===== config.mk =====
export PLATFORM = sky130hd
export DESIGN_NAME = chess_clock_ctrl
export DESIGN_NICKNAME = d
export VERILOG_FILES = /design/src/rtl/common_enums.sv /design/src/rtl/clock_tick_gen.sv /design/src/rtl/chess_clock_ctrl.sv
export SDC_FILE = /design/constraint.sdc
export NUM_CORES = 1
export LEC_CHECK = 0
export CORE_AREA = 2 2 92 94
export CTS_CLUSTER_SIZE = 40
export DETAILED_ROUTE_END_ITERATION = 6
export DIE_AREA = 0 0 94 96
export PLACE_DENSITY_LB_ADDON = 0.3
export SYNTH_ARGS = -nofsm -noshare
export SYNTH_HDL_FRONTEND = slang
export SYNTH_SLANG_ARGS = --single-unit

===== constraint.sdc =====
create_clock -name clk -period 5.87 [get_ports clk]
set_input_delay 0.8805 -clock clk [delete_from_list [all_inputs] [get_ports clk]]
set_output_delay 0.8805 -clock clk [all_outputs]
set_load 0.02 [all_outputs]

===== src/rtl/common_enums.sv =====
// Shared type and constant definitions for the chess clock.
//   clk_state_e  : controller state encoding (IDLE/RUNNING/PAUSED/FLAGGED)
//   CS_W         : width of a remaining-time value in centiseconds
//   TC_BASE_CS   : base time per time-control mode
//   TC_INC_CS    : per-move increment per time-control mode
//   sat_add      : 19-bit add of two time values, clamped to a ceiling
package common_enums;

    localparam int CS_W = 18;

    typedef enum logic [1:0] {
        IDLE    = 2'd0,
        RUNNING = 2'd1,
        PAUSED  = 2'd2,
        FLAGGED = 2'd3
    } clk_state_e;

    localparam logic [CS_W-1:0] TC_BASE_CS [4] = '{18'd6000, 18'd18000, 18'd60000, 18'd180000};
    localparam logic [CS_W-1:0] TC_INC_CS  [4] = '{18'd0,    18'd200,   18'd500,   18'd0};

    // One extra bit of headroom so the carry out is seen before clamping.
    function automatic logic [CS_W-1:0] sat_add(input logic [CS_W-1:0] a,
                                                 input logic [CS_W-1:0] b,
                                                 input logic [CS_W-1:0] max_v);
        logic [CS_W:0] sum;
        sum = {1'b0, a} + {1'b0, b};
        return (sum > {1'b0, max_v}) ? max_v : sum[CS_W-1:0];
    endfunction

endpackage


===== src/rtl/clock_tick_gen.sv =====
// Prescaler producing a one-cycle tick every DIV enabled cycles.
//   clk, reset_n : clock, asynchronous active-low reset
//   en           : count enable; the count holds while low
//   clr          : synchronous clear to 0, wins over en
//   tick         : high during the enabled cycle in which the count wraps
module clock_tick_gen #(
    parameter int DIV = 500_000
) (
    input  logic clk,
    input  logic reset_n,
    input  logic en,
    input  logic clr,
    output logic tick
);

    localparam int               CNT_W = (DIV > 1) ? $clog2(DIV) : 1;
    localparam logic [CNT_W-1:0] TC    = CNT_W'(DIV - 1);

    logic [CNT_W-1:0] cnt_q;

    assign tick = en && !clr && (cnt_q == TC);

    always_ff @(posedge clk or negedge reset_n) begin
        if (!reset_n) begin
            cnt_q <= '0;
        end else if (clr) begin
            cnt_q <= '0;
        end else if (en) begin
            cnt_q <= (cnt_q == TC) ? '0 : cnt_q + CNT_W'(1);
        end
    end

endmodule


===== src/rtl/chess_clock_ctrl.sv =====
// Two-player chess clock controller.
//   clk, reset_n             : clock, asynchronous active-low reset
//   start                    : pulse, load preset and begin a new game
//   move_done                : pulse, side to move finished its move
//   pause_toggle             : pulse, toggle RUNNING/PAUSED
//   mode_sel[1:0]            : time-control preset, sampled in IDLE and on start
//   state[1:0]               : clk_state_e
//   turn                     : side to move (0 white, 1 black)
//   white_cs/black_cs[17:0]  : remaining time in centiseconds
//   disp_cs[17:0]            : remaining time of the side to move
//   flag_white/flag_black    : time expired, held until start or reset
//
// state   | meaning
// --------+------------------------------------------------------------
// IDLE    | no game; both clocks track the selected base time
// RUNNING | side to move counts down, moves add increment and hand off
// PAUSED  | prescaler and clocks frozen, moves ignored
// FLAGGED | a side reached zero; frozen until start or reset
module chess_clock_ctrl
    import common_enums::*;
#(
    parameter int              CLK_FREQ_HZ = 50_000_000,
    parameter logic [CS_W-1:0] MAX_CS      = 18'd262143
) (
    input  logic            clk,
    input  logic            reset_n,
    input  logic            start,
    input  logic            move_done,
    input  logic            pause_toggle,
    input  logic [1:0]      mode_sel,
    output logic [1:0]      state,
    output logic            turn,
    output logic [CS_W-1:0] white_cs,
    output logic [CS_W-1:0] black_cs,
    output logic [CS_W-1:0] disp_cs,
    output logic            flag_white,
    output logic            flag_black
);

    clk_state_e      state_q;
    logic            turn_q;
    logic [CS_W-1:0] white_q;
    logic [CS_W-1:0] black_q;
    logic            flag_w_q;
    logic            flag_b_q;
    // Mode is captured at start so later mode_sel changes cannot alter
    // the increment of a game in progress.
    logic [1:0]      mode_q;

    logic            tick;
    logic            tick_en;
    logic            tick_clr;
    logic            move_ok;
    logic [CS_W-1:0] active_cs;
    logic [CS_W-1:0] inc_sum_d;

    assign active_cs = turn_q ? black_q : white_q;
    assign inc_sum_d = sat_add(active_cs, TC_INC_CS[mode_q], MAX_CS);

    // A pause in the same cycle freezes the prescaler, and a move restarts
    // the next player's period from zero, so a coinciding tick is dropped.
    assign move_ok  = (state_q == RUNNING) && move_done && !pause_toggle && !start;
    assign tick_en  = (state_q == RUNNING) && !pause_toggle && !start;
    assign tick_clr = start || move_ok;

    clock_tick_gen #(
        .DIV (CLK_FREQ_HZ / 100)
    ) u_tick (
        .clk     (clk),
        .reset_n (reset_n),
        .en      (tick_en),
        .clr     (tick_clr),
        .tick    (tick)
    );

    always_ff @(posedge clk or negedge reset_n) begin
        if (!reset_n) begin
            state_q  <= IDLE;
            turn_q   <= 1'b0;
            white_q  <= '0;
            black_q  <= '0;
            flag_w_q <= 1'b0;
            flag_b_q <= 1'b0;
            mode_q   <= 2'd0;
        end else if (start) begin
            state_q  <= RUNNING;
            turn_q   <= 1'b0;
            white_q  <= TC_BASE_CS[mode_sel];
            black_q  <= TC_BASE_CS[mode_sel];
            flag_w_q <= 1'b0;
            flag_b_q <= 1'b0;
            mode_q   <= mode_sel;
        end else begin
            case (state_q)
                IDLE: begin
                    white_q <= TC_BASE_CS[mode_sel];
                    black_q <= TC_BASE_CS[mode_sel];
                    turn_q  <= 1'b0;
                end
                RUNNING: begin
                    if (pause_toggle) begin
                        state_q <= PAUSED;
                    end else if (move_done) begin
                        if (turn_q) black_q <= inc_sum_d;
                        else        white_q <= inc_sum_d;
                        turn_q <= ~turn_q;
                    end else if (tick && (active_cs != '0)) begin
                        if (turn_q) black_q <= active_cs - CS_W'(1);
                        else        white_q <= active_cs - CS_W'(1);
                        if (active_cs == CS_W'(1)) begin
                            state_q <= FLAGGED;
                            if (turn_q) flag_b_q <= 1'b1;
                            else        flag_w_q <= 1'b1;
                        end
                    end
                end
                PAUSED: begin
                    if (pause_toggle) state_q <= RUNNING;
                end
                default: begin
                end
            endcase
        end
    end

    assign state      = state_q;
    assign turn       = turn_q;
    assign white_cs   = white_q;
    assign black_cs   = black_q;
    assign disp_cs    = active_cs;
    assign flag_white = flag_w_q;
    assign flag_black = flag_b_q;

endmodule


== Word-level counts from Yosys, hierarchy flattened ==
Cells that the tools add are included.

* Reductions and logical operators: 27
* Add/subtract/negate cells: 3
* Bitwise gates (word level): 3
* Mux-type cells: 50
* Magnitude comparators: 3
* Eq/ne operators: 16

{| class="wikitable"
|+ Operators by type and width
! cell !! count
|-
| $mux W18 || 18
|-
| $bmux W18 S2 || 2
|-
| $pmux W18 S2 || 2
|-
| $mux W19 || 3
|-
| $add A18 B18 Y19 || 1
|-
| $add A19 B1 Y19 const B || 1
|-
| $eq A19 B19 Y1 const B || 1
|-
| $gt A19 B18 Y1 const B || 1
|-
| $eq A18 B1 Y1 const B || 1
|-
| $reduce_bool A18 Y1 || 1
|-
| $sub A18 B1 Y18 const B || 1
|-
| $mux W1 || 17
|-
| $ne A3 B3 Y1 const B || 5
|-
| $mux W2 || 6
|-
| $ne A4 B3 Y1 const B || 3
|-
| $reduce_and A6 Y1 || 2
|-
| $reduce_bool A2 Y1 || 5
|-
| $logic_and A1 B1 Y1 || 8
|-
| $reduce_and A4 Y1 || 2
|-
| $ge A3 B3 Y1 const B || 2
|-
| $ne A2 B2 Y1 const B || 3
|-
| $not A2 Y3 || 2
|-
| $reduce_bool A3 Y1 || 2
|-
| $reduce_and A5 Y1 || 1
|-
| 10 further kinds || 12
|}

* Bits in registers: 62
* Output and inout port bits: 59
* Word-level logic and storage cells: 110
* Input port bits: 7

== Depth between registers and ports, before layout ==
Gate-level depths: netlist (run 1).

* Depth after elaboration: 14
* Mapped depth: 16

== Hierarchy ==
Synthesis (run 1) repeated with hierarchy kept, for this count alone.

* Cells, all modules: 528
* Area total of the unflattened synthesis: 4822.1 µm²

{| class="wikitable"
|+ By module, submodules not included
! module !! sequential area each (µm²) !! area an instance (µm²) !! cells an instance !! times used
|-
| chess_clock_ctrl || 1076.0 || 3674.8 || 396 || 1
|-
| clock_tick_gen || 475.5 || 1147.4 || 132 || 1
|}

== Worst setup path before layout (run 1) ==
Ideal clock, no wire load.

* Path kind: reg2reg
* From: register turn_q, in the netlist turn
* To: register white_q[10], in the netlist white_cs[10]
* Stages on the path, launching flop included: 17
* Required time: 5.743 ns
* Arrival: 3.257 ns
* Path buffers: 3
* Library setup time: 0.127 ns
* Period minus slack after synthesis: 3.384 ns
* Slack: 2.486 ns
* Path through: dfrtp_1 > buf_6 > buf_6 > mux2i_2 > inv_1 > ha_1 > inv_1 > fa_1 > nor2b_1 > mux2i_1 > a22oi_4 > nand3_4 > a21oi_2 > buf_4 > nor4b_2 > o22ai_1 > mux2_1

* Cells in the longest elaborated chain, start to end: 9

{| class="wikitable"
|+ RTL lines
! element !! line !! RTL
|-
| from (decl) || chess_clock_ctrl.sv:41 || <nowiki>logic turn_q;</nowiki>
|-
| from (signal assigned) || chess_clock_ctrl.sv:106 || <nowiki>turn_q <= ~turn_q;</nowiki>
|-
| $mux W18 * || chess_clock_ctrl.sv:57 || <nowiki>assign active_cs = turn_q ? black_q : white_q;</nowiki>
|-
| via disp_cs[2] || chess_clock_ctrl.sv:35 || <nowiki>output logic [CS_W-1:0] disp_cs,</nowiki>
|-
| $add A18 B18 Y19 || common_enums.sv:26 || <nowiki>sum = {1'b0, a} + {1'b0, b};</nowiki>
|-
| $gt A19 B18 Y1 || common_enums.sv:27 || <nowiki>return (sum > {1'b0, max_v}) ? max_v : sum[CS_W-1:0];</nowiki>
|-
| $mux W18 || common_enums.sv:27 ||
|-
| $mux W18 || chess_clock_ctrl.sv:104 || <nowiki>if (turn_q) black_q <= inc_sum_d;</nowiki>
|-
| $mux W18 || chess_clock_ctrl.sv:103 || <nowiki>end else if (move_done) begin</nowiki>
|-
| $mux W18 || chess_clock_ctrl.sv:101 || <nowiki>if (pause_toggle) begin</nowiki>
|-
| $pmux W18 S2 || chess_clock_ctrl.sv:94 || <nowiki>case (state_q)</nowiki>
|-
| $mux W18 || chess_clock_ctrl.sv:85 || <nowiki>end else if (start) begin</nowiki>
|-
| to (signal assigned) || chess_clock_ctrl.sv:88 || <nowiki>white_q <= TC_BASE_CS[mode_sel];</nowiki>
|-
| to (signal assigned) || chess_clock_ctrl.sv:96 || <nowiki>white_q <= TC_BASE_CS[mode_sel];</nowiki>
|-
| to (signal assigned) || chess_clock_ctrl.sv:105 || <nowiki>else white_q <= inc_sum_d;</nowiki>
|-
| to (decl) || chess_clock_ctrl.sv:42 || <nowiki>logic [CS_W-1:0] white_q;</nowiki>
|}

The timed path passes the listed nets; every way through them passes the cells marked *. The select of a mux whose other input is x is not followed.
A chain may end at the register's enable or synchronous reset.

== Worst setup path after layout (run 1) ==
* From: register turn_q, in the netlist turn
* To: register white_q[3], in the netlist white_cs[3]

* Cells in the longest elaborated chain, start to end: 9

{| class="wikitable"
|+ RTL lines
! element !! line
|-
| $mux W18 || chess_clock_ctrl.sv:57
|-
| $add A18 B18 Y19 || common_enums.sv:26
|-
| $gt A19 B18 Y1 || common_enums.sv:27
|-
| $mux W18 || common_enums.sv:27
|-
| $mux W18 || chess_clock_ctrl.sv:104
|-
| $mux W18 || chess_clock_ctrl.sv:103
|-
| $mux W18 || chess_clock_ctrl.sv:101
|-
| $pmux W18 S2 || chess_clock_ctrl.sv:94
|-
| $mux W18 || chess_clock_ctrl.sv:85
|}

Several ways; a longest one is shown, not always the timed one. The select of a mux whose other input is x is not followed.

==> metrics.txt, run 1 <==
status=completed; share of async-settable or async-resettable flops after synthesis=1.00; hpwl dp=8950 um; clock sink total=62; post-layout power=1.89 mW; CP max-delay cell=dfrtp_2; Pins Over Slew Limit=0; crit-path cells=mux2i_2 > inv_1 > ha_1 > inv_1 > fa_1 > nor2b_1 > mux2i_1 > a22oi_4 > nand3_4 > a21oi_2 > nor2_2 > a221oi_1 > mux2_2; Max Cap Viol=0; Setup violations, final=0; Switching Share=0.411; ratio of cells with drive above 1 in the final layout=0.135; CTS Buf Count=9; worst-margin pin slew=1.23 ns; Area growth, synth to finish=18.6%; full die area=9020 sq um; P_leak=2.22 nW; Vias/cell=6.36; number of global-route vias before repair=4037; setup TNS=0 ns; cts hold-fix bufs=0; highest fanout seen on the critical path=36; CTS tree=done; Syn Nets=534; maximum clock insertion buffer count=2; DRC=0; Die W=94 um; post-synthesis register bit count=62; reg2reg start=turn; GRT overflow=0; P_int=1.11 mW; Yosys warnings=0; critical path's most frequent cell=inv_1; critical path depth=13; final period demand of the worst path=4.40 ns; highest clock rate=0.227 GHz; type of origin of the critical path=flip-flop; skew final=0.0133 ns; Post-Syn Area=4680 sq um; routability cong.=0.978; initial DRC count=347; port bufs=65; pwr/cell area=340 nW/um^2; CP Data Arrival Time=4.69 ns; WL/cell=18.9 um; CP endpoint kind=flip-flop; critical path type=flip-flop to flip-flop; post-synth cell types=82; most common cell after layout, fill and taps aside=clkdlybuf4s50_1; number of synthesized flops with an enable pin=0; Tot GR Track Use=0.293; Net Switching=0.777 mW; r2r setup slk=1.47 ns; critical path capture point=white_cs[3]; Root Buffer=clkbuf_8; drt total wl=12800 um; post-synthesis sequential area ratio=0.331; top-level port count=66; die height=96 um; slew margin rel.=0.174; Fin. Hold Viols=0; Pre-antenna DRT Iters=5; Core Rows=33; most frequent cells in the layout=clkdlybuf4s50_1 (64), dfrtp_1 (61), nor2_1 (45); worst vdd ir=0.201 mV; Crit Reg-Reg Endpoint=white_cs[3]; syn avg cell area=9.17 sq um; clock network power share=0.235; Mapped Cells=511; ANT nets after route=0; crit path from=turn; post-cts sizing count=0; largest net degree at the start of global routing=63; cell family with most CP delay=compound AO/OA/AOI/OAI gates; initial antenna violation count=0; total setup buffers inserted after CTS=0; Synth Flop Type=dfrtp_1; insertion delay to the later sink of the worst-skew pair=0.36 ns; Worst path max stage delay=0.99 ns; Final nets=587; fin crit share=0.749; Worst Reg-to-Reg Cells=13; htree depth=3; RSZ-0062 raised after global routing=false; initial core utilization=0.582; first-pass GRT wire length=20400 um; Buffers & Inverters on Critical Path=2; DR vias=4286; Reg clk slew, reported paths=0.08 ns; min-delay worst type=flip-flop to flip-flop; Reg power frac=0.303; area of the core=8050 sq um; Comb pwr share=0.462; n_diodes=0; Req. time, crit path=6.16 ns
power by group through the flow:
stage	Sequential [mW]	Clock (mW)	Combinational [mW]
floorplan	0.621	0	0.507
global placement	0.572	0	0.841
detailed placement	0.578	0	0.856
CTS	0.570	0.450	0.861
global route	0.581	0.467	0.927
finish	0.572	0.445	0.873
layout make-up:
cell class / instances / area [sq um]
clock inverters: 6 / 93.8
clock buffers: 10 / 138
well taps: 105 / 131
fillers: 647 / 2490
multi-input cells: 395 / 2870
flip-flops and latches: 62 / 1550
inverters: 30 / 118
repair buffers: 66 / 653
flip-flops by register name, indices dropped and copies added (netlist names):
name / flops
state: 2
black_cs: 18
turn: 1
flag_black: 1
mode_q: 2
white_cs: 18
flag_white: 1
u_tick.cnt_q: 19
worst min-delay path by stage:
stage | start | cells past startpoint | end | slack (ns)
after global routing | u_tick.cnt_q[3] | 1 | u_tick.cnt_q[3] | 0.54
after detailed placement | flag_white | 2 | flag_white | 0.49
final | flag_white | 2 | flag_white | 0.52
after floorplan | u_tick.cnt_q[10] | 1 | u_tick.cnt_q[10] | 0.47
after global placement | flag_white | 2 | flag_white | 0.49
after CTS | flag_white | 2 | flag_white | 0.51
tightest hold or removal path, cell delays in order, from the launching register on:
cell	delay [ns]
dfrtp_1	0.35
a21oi_1	0.04
nor2_1	0.08
cells in the mapped netlist, types with 8 or more instances:
cell type / instances / area, sq um
ha_1: 15 / 188
dfrtp_1: 62 / 1550
mux2_1: 9 / 101
xnor2_1: 22 / 193
inv_1: 24 / 90.1
mux2i_1: 12 / 120
nor3_1: 16 / 80.1
and3_1: 8 / 50.1
nand2_1: 38 / 143
a21oi_1: 15 / 75.1
a31oi_1: 13 / 81.3
nand3_1: 13 / 65.1
o21ai_0: 43 / 215
clkbuf_1: 11 / 41.3
o31ai_1: 8 / 60.1
nor2_1: 45 / 169
o21ai_1: 8 / 40.0
mux2_2: 14 / 158
kinds of logic (layout without fill, tap and decap cells):
kind of cell,after synthesis,count (layout),share of synthesized area
and+or+nand+nor,169,169,0.191
adders and majority gates,16,16,0.0443
muxes,48,48,0.130
DFF,62,62,0.331
AOI/OAI and AO/OA,134,134,0.194
xor gates and xnor gates,28,28,0.0540
buffers and inverters,54,112,0.0558
metrics by stage:
step / util / instance area (sq um) / instances / setup WS, ns / hold slack [ns]
after floorplan: - / 4680 / 511 / 2.49 / 0.472
after global placement: 0.662 / 5330 / 658 / 1.83 / 0.489
after detailed placement: 0.662 / 5330 / 658 / 1.58 / 0.491
after CTS: 0.690 / 5560 / 674 / 1.55 / 0.513
after global routing: 0.690 / 5560 / 674 / 1.27 / 0.538
final: 0.690 / 5560 / 674 / 1.47 / 0.515
metal layers:
metal / global-route usage / vias up / part of all wire
met4: 0.140 / 0 / 0.026
met1: 0.404 / 2048 / 0.43
met5: 0 / - / 0
met2: 0.454 / 244 / 0.46
met3: 0.0470 / 33 / 0.078
li1: - / 1961 / -
Power figures use the tool's default switching activity.
==> run 2, diff against run 1 <==
CORE_AREA = 2 2 100 102   (was 2 2 92 94)
DIE_AREA = 0 0 102 104   (was 0 0 94 96)
clock period = 3.6 ns   (was 5.87 ns; I/O delays follow)
==> run 2 against run 1 <==
  * Critical path depth unchanged
  * First-iteration DRC count down 25%
  * Sequential power up 60%
  * Clock power up 41%
  * Sequential cell count unchanged
  * Clock-buffer cell count up 1
  * Critical path type unchanged
  * Critical endpoint unchanged
  * Highest routed layer unchanged
==> metrics.txt, run 2 (same netlist as run 1, synthesis figures left out) <==
min-delay worst type=primary input to asynchronous set/reset pin; WL/cell=18.2 um; Post-DP Area=5510 sq um; Tot GR Track Use=0.254; Root Buffer=clkbuf_8; Met1 Routed Length=5660 um; top-level port count=66; Pre-antenna DRT Iters=4; Fill cells=888; pwr/cell area=527 nW/um^2; Final nets=603; Pins Over Slew Limit=0; n_diodes=0; area of the core=9550 sq um; worst vdd ir=0.218 mV; critical path type=flip-flop to flip-flop; number of global-route vias before repair=4084; Vias/cell=5.95; post-cts sizing count=0; largest net degree at the start of global routing=43; Max Cap Viol=0; setup TNS=0 ns; insertion delay to the later sink of the worst-skew pair=0.36 ns; cts hold-fix bufs=0; ratio of cells with drive above 1 in the final layout=0.156; Setup violations, final=0; total setup buffers inserted after CTS=0; Worst path max stage delay=0.51 ns; drt total wl=13100 um; maximum clock insertion buffer count=2; fin crit share=0.913; initial DRC count=259; cell family with most CP delay=compound AO/OA/AOI/OAI gates; skew final=0.0101 ns; hpwl dp=9800 um; DRC=0; Area growth, synth to finish=21.6%; final period demand of the worst path=3.29 ns; htree depth=3; Die W=102 um; CP max-delay cell=dfrtp_2; CTS tree=done; WL met2=6410 um; die height=104 um; max reg flops=19; design area=5700 sq um; DR vias=4269; Top reg by flops=u_tick.cnt_q; first-pass GRT wire length=21100 um; ANT nets after route=0; Fin. Hold Viols=0; RSZ-0062 raised after global routing=false; port bufs=65; status=completed; highest clock rate=0.304 GHz; routability cong.=0.936; CTS Buf Count=9; most common cell after layout, fill and taps aside=clkdlybuf4s50_1; GRT overflow=0; worst-margin pin slew=0.973 ns; P_leak=2.29 nW; most frequent cells in the layout=clkdlybuf4s50_1 (64), dfrtp_1 (61), nor2_1 (45); crit-path cells=mux2i_2 > inv_1 > ha_1 > inv_1 > fa_1 > nor2b_1 > mux2i_1 > a22oi_4 > nand3_4 > a21oi_2 > nor2_2 > a221oi_1 > mux2_2; Buffers & Inverters on Critical Path=2; top sig layer=met4; r2r setup slk=0.31 ns; initial antenna violation count=0; metal3 WL=704 um; Reg clk slew, reported paths=0.07 ns; Req. time, crit path=3.89 ns; critical path's most frequent cell=inv_1; full die area=10600 sq um; Core Rows=36; slew margin rel.=0.351; CP endpoint kind=flip-flop; clock sink total=62; initial core utilization=0.491; highest fanout seen on the critical path=7; CP Data Arrival Time=3.58 ns; post-layout power=3.00 mW; type of origin of the critical path=flip-flop
run 2: report_power, final:
group | internal (mW) | leakage [nW] | switching (mW)
Sequential | 0.792 | 0.784 | 0.126
Combinational | 0.639 | 1.41 | 0.820
Clock | 0.333 | 0.0952 | 0.294
run 2: path summary, 6_finish.rpt:
path,startpoint,end,cells past startpoint
max,turn,white_cs[3],13
min,reset_n,white_cs[6],1
max reg2reg,turn,white_cs[3],13
min reg2reg,u_tick.cnt_q[3],u_tick.cnt_q[3],1
max in group asynchronous,reset_n,white_cs[15],2
min in group clk,u_tick.cnt_q[3],u_tick.cnt_q[3],1
run 2: final cells by class:
class | count | area, sq um | area share
tap | 133 | 166 | 0.0292
multi-input combinational | 395 | 2870 | 0.504
clock inverter | 4 | 47.5 | 0.00835
clock buffer | 11 | 141 | 0.0248
timing repair buffer | 82 | 798 | 0.140
inverter | 30 | 118 | 0.0207
sequential | 62 | 1550 | 0.273
run 2: metrics by stage:
stage	utilization	setup WS (ns)	cells	hold slack [ns]
after floorplan	-	0.216	511	0.244
after global placement	0.577	0.473	702	0.487
after detailed placement	0.577	0.346	702	0.498
after CTS	0.596	0.313	717	0.358
after global routing	0.596	0.0969	717	0.412
final	0.596	0.313	717	0.321
run 2: worst register-to-register path: stages, from the launching register on:
cell      delay (ns)
dfrtp_2         0.51
mux2i_2         0.20
inv_1           0.11
ha_1            0.22
inv_1           0.07
fa_1            0.41
nor2b_1         0.12
mux2i_1         0.13
a22oi_4         0.30
nand3_4         0.14
a21oi_2         0.19
nor2_2          0.13
a221oi_1        0.46
mux2_2          0.23
run 2: metal layers:
metal | GRT usage | vias up
li1 | - | 1997
met4 | 0.0924 | 0
met3 | 0.0356 | 25
met5 | 0 | -
met2 | 0.407 | 155
met1 | 0.347 | 2092
